## src/rtl/hazard_sched_pkg.sv

```systemverilog
// Shared encodings for the hazard controller and the EX operand muxes it steers.
package hazard_sched_pkg;

    typedef enum logic [1:0] {
        RUN      = 2'b00,
        FLUSH    = 2'b01,
        MEM_WAIT = 2'b10
    } hz_state_e;

    localparam logic [1:0] FWD_RF  = 2'b00;
    localparam logic [1:0] FWD_WB  = 2'b01;
    localparam logic [1:0] FWD_MEM = 2'b10;

    // The younger result (MEM) wins over the older one (WB).
    function automatic logic [1:0] fwd_select(input logic mem_hit, input logic wb_hit);
        if (mem_hit)     return FWD_MEM;
        else if (wb_hit) return FWD_WB;
        else             return FWD_RF;
    endfunction

endpackage

```

## src/rtl/hazard_sched_if.sv

```systemverilog
// Pipeline-status inputs and register-control outputs of the hazard controller.
interface hazard_sched_if #(
    parameter int REG_AW = 5,
    parameter int CNT_W  = 11
);
    logic [REG_AW-1:0] id_rs1, id_rs2;
    logic              id_use_rs1, id_use_rs2;
    logic [REG_AW-1:0] ex_rs1, ex_rs2, ex_rd;
    logic              ex_regwrite, ex_memread, ex_redirect;
    logic [REG_AW-1:0] mem_rd, wb_rd;
    logic              mem_regwrite, wb_regwrite;
    logic              dmem_req, dmem_ready;

    logic              pc_we, ifid_we, ifid_flush, idex_bubble, exmem_we;
    logic [1:0]        fwd_a, fwd_b, state;
    logic [CNT_W-1:0]  stall_cycles, flush_cycles;

    modport master (
        output id_rs1, id_rs2, id_use_rs1, id_use_rs2,
               ex_rs1, ex_rs2, ex_rd, ex_regwrite, ex_memread, ex_redirect,
               mem_rd, mem_regwrite, wb_rd, wb_regwrite, dmem_req, dmem_ready,
        input  pc_we, ifid_we, ifid_flush, idex_bubble, exmem_we,
               fwd_a, fwd_b, state, stall_cycles, flush_cycles
    );

    modport slave (
        input  id_rs1, id_rs2, id_use_rs1, id_use_rs2,
               ex_rs1, ex_rs2, ex_rd, ex_regwrite, ex_memread, ex_redirect,
               mem_rd, mem_regwrite, wb_rd, wb_regwrite, dmem_req, dmem_ready,
        output pc_we, ifid_we, ifid_flush, idex_bubble, exmem_we,
               fwd_a, fwd_b, state, stall_cycles, flush_cycles
    );

endinterface

```

## src/rtl/hazard_sched_sat_counter.sv

```systemverilog
// Event counter that sticks at all-ones instead of wrapping.
module sat_counter #(
    parameter int CNT_W = 11
) (
    input  logic             clk,
    input  logic             rst,
    input  logic             inc_i,
    output logic [CNT_W-1:0] cnt_o
);

    logic [CNT_W-1:0] cnt_q;

    always_ff @(posedge clk or negedge rst) begin
        if (!rst)
            cnt_q <= '0;
        else if (inc_i && !(&cnt_q))
            cnt_q <= cnt_q + CNT_W'(1);
    end

    assign cnt_o = cnt_q;

endmodule

```

## src/rtl/hazard_sched.sv

```systemverilog
// Per-cycle advance/hold/squash control for the 5-stage pipeline, plus EX forwarding
// selects and stall/flush performance counters.
module hazard_sched
    import hazard_sched_pkg::*;
#(
    parameter int REG_AW       = 5,
    parameter int CNT_W        = 11,
    parameter int FLUSH_CYCLES = 2
) (
    input  logic           clk,
    input  logic           rst,
    hazard_sched_if.slave  bus
);

    localparam int             FC_W      = (FLUSH_CYCLES > 1) ? $clog2(FLUSH_CYCLES) : 1;
    localparam logic [FC_W-1:0] FC_RELOAD = FC_W'(FLUSH_CYCLES - 1);

    hz_state_e       state_q, state_d, saved_q, saved_d, eff_state;
    logic [FC_W-1:0] cnt_q, cnt_d, saved_cnt_q, saved_cnt_d, eff_cnt;
    logic            ld_use, dwait;
    logic            pc_we, ifid_we, ifid_flush, idex_bubble, exmem_we;
    logic            mem_hit_a, wb_hit_a, mem_hit_b, wb_hit_b;

    assign ld_use = bus.ex_memread && bus.ex_regwrite && (bus.ex_rd != '0) &&
                    ((bus.id_use_rs1 && (bus.ex_rd == bus.id_rs1)) ||
                     (bus.id_use_rs2 && (bus.ex_rd == bus.id_rs2)));
    assign dwait  = bus.dmem_req && !bus.dmem_ready;

    // While frozen, the release decision is made as if still in the interrupted state.
    assign eff_state = (state_q == MEM_WAIT) ? saved_q     : state_q;
    assign eff_cnt   = (state_q == MEM_WAIT) ? saved_cnt_q : cnt_q;

    always_ff @(posedge clk or negedge rst) begin
        if (!rst) begin
            state_q     <= RUN;
            cnt_q       <= '0;
            saved_q     <= RUN;
            saved_cnt_q <= '0;
        end else begin
            state_q     <= state_d;
            cnt_q       <= cnt_d;
            saved_q     <= saved_d;
            saved_cnt_q <= saved_cnt_d;
        end
    end

    always_comb begin
        state_d     = eff_state;
        cnt_d       = eff_cnt;
        saved_d     = saved_q;
        saved_cnt_d = saved_cnt_q;
        pc_we       = 1'b1;
        ifid_we     = 1'b1;
        exmem_we    = 1'b1;
        ifid_flush  = 1'b0;
        idex_bubble = 1'b0;

        if (dwait) begin
            pc_we    = 1'b0;
            ifid_we  = 1'b0;
            exmem_we = 1'b0;
            state_d  = MEM_WAIT;
            if (state_q != MEM_WAIT) begin
                saved_d     = state_q;
                saved_cnt_d = cnt_q;
            end
        end else if (bus.ex_redirect) begin
            ifid_flush  = 1'b1;
            idex_bubble = 1'b1;
            if (FLUSH_CYCLES > 1) begin
                state_d = FLUSH;
                cnt_d   = FC_RELOAD;
            end else begin
                state_d = RUN;
                cnt_d   = '0;
            end
        end else if (eff_state == FLUSH) begin
            ifid_flush  = 1'b1;
            idex_bubble = 1'b1;
            if (eff_cnt == FC_W'(1)) begin
                state_d = RUN;
                cnt_d   = '0;
            end else begin
                cnt_d   = eff_cnt - FC_W'(1);
            end
        end else if (ld_use) begin
            pc_we       = 1'b0;
            ifid_we     = 1'b0;
            idex_bubble = 1'b1;
        end

        if (!rst) begin
            pc_we       = 1'b0;
            ifid_we     = 1'b0;
            exmem_we    = 1'b0;
            ifid_flush  = 1'b1;
            idex_bubble = 1'b1;
        end
    end

    assign mem_hit_a = bus.mem_regwrite && (bus.mem_rd != '0) && (bus.mem_rd == bus.ex_rs1);
    assign wb_hit_a  = bus.wb_regwrite  && (bus.wb_rd  != '0) && (bus.wb_rd  == bus.ex_rs1);
    assign mem_hit_b = bus.mem_regwrite && (bus.mem_rd != '0) && (bus.mem_rd == bus.ex_rs2);
    assign wb_hit_b  = bus.wb_regwrite  && (bus.wb_rd  != '0) && (bus.wb_rd  == bus.ex_rs2);

    assign bus.fwd_a       = rst ? fwd_select(mem_hit_a, wb_hit_a) : FWD_RF;
    assign bus.fwd_b       = rst ? fwd_select(mem_hit_b, wb_hit_b) : FWD_RF;
    assign bus.pc_we       = pc_we;
    assign bus.ifid_we     = ifid_we;
    assign bus.ifid_flush  = ifid_flush;
    assign bus.idex_bubble = idex_bubble;
    assign bus.exmem_we    = exmem_we;
    assign bus.state       = state_q;

    sat_counter #(.CNT_W(CNT_W)) u_stall_cnt (
        .clk   (clk),
        .rst   (rst),
        .inc_i (!pc_we),
        .cnt_o (bus.stall_cycles)
    );

    sat_counter #(.CNT_W(CNT_W)) u_flush_cnt (
        .clk   (clk),
        .rst   (rst),
        .inc_i (ifid_flush),
        .cnt_o (bus.flush_cycles)
    );

endmodule

```

## src/flat_wrapper.sv

```systemverilog
// flat-port wrapper written by rule: the top's interface ports become plain ports
module hazard_sched_flat import hazard_sched_pkg::*;
#(
    parameter int REG_AW       = 5,
    parameter int CNT_W        = 11,
    parameter int FLUSH_CYCLES = 2
)
  (clk, rst, bus_id_rs1, bus_id_rs2, bus_id_use_rs1, bus_id_use_rs2, bus_ex_rs1, bus_ex_rs2, bus_ex_rd, bus_ex_regwrite, bus_ex_memread, bus_ex_redirect, bus_mem_rd, bus_mem_regwrite, bus_wb_rd, bus_wb_regwrite, bus_dmem_req, bus_dmem_ready, bus_pc_we, bus_ifid_we, bus_ifid_flush, bus_idex_bubble, bus_exmem_we, bus_fwd_a, bus_fwd_b, bus_state, bus_stall_cycles, bus_flush_cycles);
  hazard_sched_if #(.REG_AW(REG_AW), .CNT_W(CNT_W)) bus_i ();
  input  logic clk;
  input  logic rst;
  input wire logic [$bits(bus_i.id_rs1)-1:0] bus_id_rs1;
  input wire logic [$bits(bus_i.id_rs2)-1:0] bus_id_rs2;
  input wire logic [$bits(bus_i.id_use_rs1)-1:0] bus_id_use_rs1;
  input wire logic [$bits(bus_i.id_use_rs2)-1:0] bus_id_use_rs2;
  input wire logic [$bits(bus_i.ex_rs1)-1:0] bus_ex_rs1;
  input wire logic [$bits(bus_i.ex_rs2)-1:0] bus_ex_rs2;
  input wire logic [$bits(bus_i.ex_rd)-1:0] bus_ex_rd;
  input wire logic [$bits(bus_i.ex_regwrite)-1:0] bus_ex_regwrite;
  input wire logic [$bits(bus_i.ex_memread)-1:0] bus_ex_memread;
  input wire logic [$bits(bus_i.ex_redirect)-1:0] bus_ex_redirect;
  input wire logic [$bits(bus_i.mem_rd)-1:0] bus_mem_rd;
  input wire logic [$bits(bus_i.mem_regwrite)-1:0] bus_mem_regwrite;
  input wire logic [$bits(bus_i.wb_rd)-1:0] bus_wb_rd;
  input wire logic [$bits(bus_i.wb_regwrite)-1:0] bus_wb_regwrite;
  input wire logic [$bits(bus_i.dmem_req)-1:0] bus_dmem_req;
  input wire logic [$bits(bus_i.dmem_ready)-1:0] bus_dmem_ready;
  output wire logic [$bits(bus_i.pc_we)-1:0] bus_pc_we;
  output wire logic [$bits(bus_i.ifid_we)-1:0] bus_ifid_we;
  output wire logic [$bits(bus_i.ifid_flush)-1:0] bus_ifid_flush;
  output wire logic [$bits(bus_i.idex_bubble)-1:0] bus_idex_bubble;
  output wire logic [$bits(bus_i.exmem_we)-1:0] bus_exmem_we;
  output wire logic [$bits(bus_i.fwd_a)-1:0] bus_fwd_a;
  output wire logic [$bits(bus_i.fwd_b)-1:0] bus_fwd_b;
  output wire logic [$bits(bus_i.state)-1:0] bus_state;
  output wire logic [$bits(bus_i.stall_cycles)-1:0] bus_stall_cycles;
  output wire logic [$bits(bus_i.flush_cycles)-1:0] bus_flush_cycles;
  assign bus_i.id_rs1 = bus_id_rs1;
  assign bus_i.id_rs2 = bus_id_rs2;
  assign bus_i.id_use_rs1 = bus_id_use_rs1;
  assign bus_i.id_use_rs2 = bus_id_use_rs2;
  assign bus_i.ex_rs1 = bus_ex_rs1;
  assign bus_i.ex_rs2 = bus_ex_rs2;
  assign bus_i.ex_rd = bus_ex_rd;
  assign bus_i.ex_regwrite = bus_ex_regwrite;
  assign bus_i.ex_memread = bus_ex_memread;
  assign bus_i.ex_redirect = bus_ex_redirect;
  assign bus_i.mem_rd = bus_mem_rd;
  assign bus_i.mem_regwrite = bus_mem_regwrite;
  assign bus_i.wb_rd = bus_wb_rd;
  assign bus_i.wb_regwrite = bus_wb_regwrite;
  assign bus_i.dmem_req = bus_dmem_req;
  assign bus_i.dmem_ready = bus_dmem_ready;
  assign bus_pc_we = bus_i.pc_we;
  assign bus_ifid_we = bus_i.ifid_we;
  assign bus_ifid_flush = bus_i.ifid_flush;
  assign bus_idex_bubble = bus_i.idex_bubble;
  assign bus_exmem_we = bus_i.exmem_we;
  assign bus_fwd_a = bus_i.fwd_a;
  assign bus_fwd_b = bus_i.fwd_b;
  assign bus_state = bus_i.state;
  assign bus_stall_cycles = bus_i.stall_cycles;
  assign bus_flush_cycles = bus_i.flush_cycles;
  hazard_sched #(.REG_AW(REG_AW), .CNT_W(CNT_W), .FLUSH_CYCLES(FLUSH_CYCLES)) u_core (.clk(clk), .rst(rst), .bus(bus_i));
endmodule
```

## config.mk

```make
export PLATFORM = sky130hd
export DESIGN_NAME = hazard_sched_flat
export DESIGN_NICKNAME = d
export VERILOG_FILES = /design/src/rtl/hazard_sched_pkg.sv /design/src/rtl/hazard_sched_if.sv /design/src/rtl/hazard_sched_sat_counter.sv /design/src/rtl/hazard_sched.sv /design/src/flat_wrapper.sv
export SDC_FILE = /design/constraint.sdc
export NUM_CORES = 1
export LEC_CHECK = 0
export BUFFER_PORTS_ARGS = -buffer_cell sky130_fd_sc_hd__buf_2
export CORE_MARGIN = 5
export CORE_UTILIZATION = 40
export DETAILED_ROUTE_END_ITERATION = 10
export GPL_TIMING_DRIVEN = 0
export HOLD_SLACK_MARGIN = 0.1
export PLACE_DENSITY_LB_ADDON = 0.15
export SLEW_MARGIN = 10
export SYNTH_ARGS = -nofsm -noshare
export SYNTH_HDL_FRONTEND = slang
export SYNTH_SLANG_ARGS = --single-unit
```

## constraint.sdc

```tcl
create_clock -name clk -period 2.65 [get_ports clk]
set_clock_uncertainty 0.2 [all_clocks]
set_input_delay 0.3975 -clock clk [delete_from_list [all_inputs] [get_ports clk]]
set_output_delay 0.3975 -clock clk [all_outputs]
set_load 0.005 [all_outputs]
```

==> tab_implementation.tex <==
\begin{tabular}{lr}
\hline
Metric & Value \\
\hline
\multicolumn{2}{l}{\textbf{Run status}} \\
Status & completed \\
\multicolumn{2}{l}{\textbf{GRT}} \\
Aggregate global-route resource usage & 14.6\% \\
Number of antenna violations at the first check in global routing & 0 \\
Pin count of the biggest net entering global routing & 29 \\
Via count of the first global-routing pass & 1578 \\
Wire length of the first global-routing pass & 7220 um \\
Aggregate global routing overflow & 0 \\
\multicolumn{2}{l}{\textbf{Worst setup path}} \\
Worst setup path end & bus\_pc\_we \\
Endpoint type of the worst setup path & primary output \\
FF-to-FF setup slack & between 0.4 and 0.5 ns \\
Critical-path maximum fanout & 3 \\
Startpoint kind of the worst setup timing path & input pin \\
WS Path Type & input pin to primary output \\
Launching instance or port of the critical path & bus\_ex\_rd[1] \\
Number of cells traversed by the worst register-to-register path & 6 \\
Arrival time of the worst setup path & 1.89 ns \\
Data required time at the worst endpoint & 2.05 ns \\
Source of the worst register-to-register timing path & u\_core.u\_stall\_cnt.cnt\_o[0]\$\_DFFE\_PN0P\_ \\
End of the worst register-to-register path & u\_core.u\_stall\_cnt.cnt\_o[1]\$\_DFFE\_PN0P\_ \\
\multicolumn{2}{l}{\textbf{Clocking}} \\
Clock Root Buffer & clkbuf\_8 \\
Post-CTS setup buffers & 0 \\
Clock-pin slew on the worst setup and hold paths & approximately 0.090 ns \\
H-Tree Level Count & 1 \\
CTS Buf Count & 3 \\
Clock latency reported for the late side of the worst-skew pair & about 0.27 ns \\
Clock tree from TritonCTS & built \\
Worst-case clock buffer depth & 2 \\
Number of sinks handled by clock tree synthesis & 28 \\
\multicolumn{2}{l}{\textbf{STA}} \\
RSZ-0062 raised after global routing & no \\
Top achievable clock speed & $\sim$0.4 GHz \\
Actual slew at the worst max-slew pin & around 0.46 ns \\
Setup TNS & 0 ns \\
Minimum clock period & 2.49 ns \\
Final number of setup-violating endpoints & 0 \\
Number of endpoints with negative hold slack in the final report & 0 \\
Final Max Slew Viols & 0 \\
Relative slew slack & between 60\% and 70\% \\
Final period util & about 94\% \\
\multicolumn{2}{l}{\textbf{Job}} \\
Maximum capacitance violations & 0 \\
\multicolumn{2}{l}{\textbf{Worst hold path}} \\
Class of the tightest hold or removal check & input pin to flip-flop \\
Number of cells on the worst hold path & 3 \\
\multicolumn{2}{l}{\textbf{Finish}} \\
Share of post-route cells with drive strength above 1 & between 30 and 40\% \\
Area of all placed cells without fillers & about 2300 sq um \\
Layout net count & between 300 and 400 \\
Number of antenna diodes & 0 \\
Post-layout utilization of the core & 53.6\% \\
Layout overhead on the synthesized area & 30.6\% \\
\multicolumn{2}{l}{\textbf{Pwr}} \\
Total leakage power & between 1 and 1.5 nW \\
Peak VDD IR & 0.429 mV \\
Power density over the cells & 699 nW/um\^{}2 \\
\multicolumn{2}{l}{\textbf{Placed design}} \\
Cell Area, Placed & approximately 2200 sq um \\
Detailed Place HPWL & approximately 3300 um \\
\# port buffers & 78 \\
GP Congestion & about 0.8 \\
\multicolumn{2}{l}{\textbf{Die}} \\
Chip Height & between 70 and 80 um \\
Area of the core & between 4000 and 5000 sq um \\
Die outline width & between 70 and 80 um \\
Effective utilization at floorplan & between 40\% and 50\% \\
Full die area & 5860 sq um \\
Ports placed on the boundary & approximately 80 \\
Number of rows in the core area & 24 \\
\multicolumn{2}{l}{\textbf{Logic synthesis}} \\
Synthesized area per cell & 9.90 sq um \\
Summed instance area of the synthesized netlist & 1770 sq um \\
Register area share after synthesis & between 30\% and 40\% \\
Number of instances in the synthesized netlist & about 180 \\
Number of warnings reported in the yosys synthesis log & 0 \\
Synth Net Count & about 230 \\
Library cells used by synthesis & 38 \\
Most area-hungry cell type in the Yosys netlist & dfrtp\_1 \\
Leading cell types by total area after synthesis & dfrtp\_1 40\%, xor2\_1 15\%, xnor2\_1 8.9\%, nand3\_1 3.1\%, nand2\_1 2.8\% \\
Fraction of post-synthesis cell area in the top cell type by area & 39.5\% \\
Flops \& latches, synth & 28 \\
\multicolumn{2}{l}{\textbf{Drt}} \\
Initial detailed-routing violation count & 44 \\
DRC Markers & 0 \\
TritonRoute pass-1 iters & 5 \\
Vias per inst & 5.06 \\
Average detailed-routed wire length per instance & between 10 and 15 um \\
Post-route ant nets & 0 \\
Post-detailed-routing wire length & 4200 um \\
Number of vias in the routed layout & about 1600 \\
\hline
\end{tabular}
stage by stage:
step | total power, W | setup slack, ns | hold WS, ns | cells
detailed placement | 0.00137 | -0.0637 | 0.278 | 309
CTS | 0.00164 | 0.132 | 0.233 | 315
global placement | 0.00136 | -0.0818 | 0.278 | 309
finish | 0.00162 | 0.161 | 0.243 | 315
floorplan | 0.00109 | 0.551 | -0.0981 | 179
global route | 0.00177 | 0.0273 | 0.276 | 315
sequential cells by signal, indices dropped and copies added (netlist names):
register / cells
u_core.saved_q: 2
u_core.saved_cnt_q: 1
u_core.bus.state: 2
u_core.u_stall_cnt.cnt_o: 11
u_core.cnt_q: 1
u_core.u_flush_cnt.cnt_o: 11
metal layers:
layer / part of all wire (%) / up-vias / track usage (%)
met5: 0 / - / 0
met2: 45 / 55 / 23.2
li1: - / 798 / -
met4: 1.2 / 0 / 4.37
met1: 46 / 735 / 19.4
met3: 7.5 / 6 / 4.02
report_power, final:
group          leakage, nW  switching, W  internal (W)  total (W)
Combinational        0.750      0.000291      0.000316   0.000607
Sequential           0.336      0.000171      0.000580   0.000752
Clock               0.0288      0.000128      0.000133   0.000261
Total                 1.11      0.000591       0.00103    0.00162
synth_stat cells:
cell type and n:
xor2_1 30, dfrtp_1 28, xnor2_1 18, nand2_1 13
nand3_1 11, nor2_1 9, inv_1 7, nor4_1 6
o21ai_0 5, a21oi_1 4, nand2b_1 4, nand4_1 4
or4_1 4, a31oi_1 3, and2_1 3, a41o_1 2
and3_1 2, and4_1 2, ha_1 2, mux2_2 2
nor3_2 2, or3_1 2, a311oi_2 1, a31o_2 1
a32oi_1 1, and2_0 1, buf_4 1, buf_6 1
mux2i_1 1, nor2b_1 1, nor2b_2 1, nor3_1 1
nor4_4 1, o211ai_1 1, o21a_1 1, o21ai_4 1
o21bai_1 1, o311a_1 1
cells by family after synthesis:
| kind of cell | Yosys count | share of synthesized area [%] |
|---|---|---|
| muxes | 3 | 1.83 |
| and+or+nand+nor | 67 | 21.7 |
| xor gates and xnor gates | 48 | 23.7 |
| DFF | 28 | 39.5 |
| buffers and inverters | 9 | 2.54 |
| AOI/OAI and AO/OA | 22 | 9.32 |
| adders and majority gates | 2 | 1.41 |
timing repair:
action	CTS	global route
hold buffers	2	0
hold endpoints to repair	28	0
endpoints found under the setup margin	2	0
resized for setup	1	0
final cells by class:
type                            count  area [sq um]
Clock buffer                        4          55.1
Sequential cell                    28           701
Fill cell                         407          2010
Timing Repair Buffer               80           423
Multi-Input combinational cell    142          1030
Inverter                            7          26.3
Tap cell                           52          65.1
Buffer                              2          18.8
how the worst min path moves through the flow:
stage,to,startpoint
finish,u_core.bus.state[1]$_DFF_PN0_,bus_ex_redirect
global route,u_core.bus.state[1]$_DFF_PN0_,bus_ex_redirect
CTS,u_core.cnt_q$_DFF_PN0_,bus_ex_redirect
detailed placement,u_core.u_stall_cnt.cnt_o[8]$_DFFE_PN0P_,u_core.u_stall_cnt.cnt_o[8]$_DFFE_PN0P_
global placement,u_core.u_flush_cnt.cnt_o[5]$_DFFE_PN0P_,u_core.u_flush_cnt.cnt_o[5]$_DFFE_PN0P_
floorplan,u_core.bus.state[0]$_DFF_PN0_,rst
critical path: stages:
cell	delay (ns)
buf_2	0.12
or3_1	0.37
o311a_1	0.34
a31oi_1	0.38
buf_4	0.18
buf_2	0.10
layout by cell type (no fill, tap or decap), types with 5 or more instances in the layout:
master	synthesis	layout
buf_2	0	77
xor2_1	30	30
dfrtp_1	28	28
xnor2_1	18	18
nand2_1	13	13
nand3_1	11	11
nor2_1	9	9
inv_1	7	7
nor4_1	6	6
o21ai_0	5	5
Power figures use the tool's default switching activity.
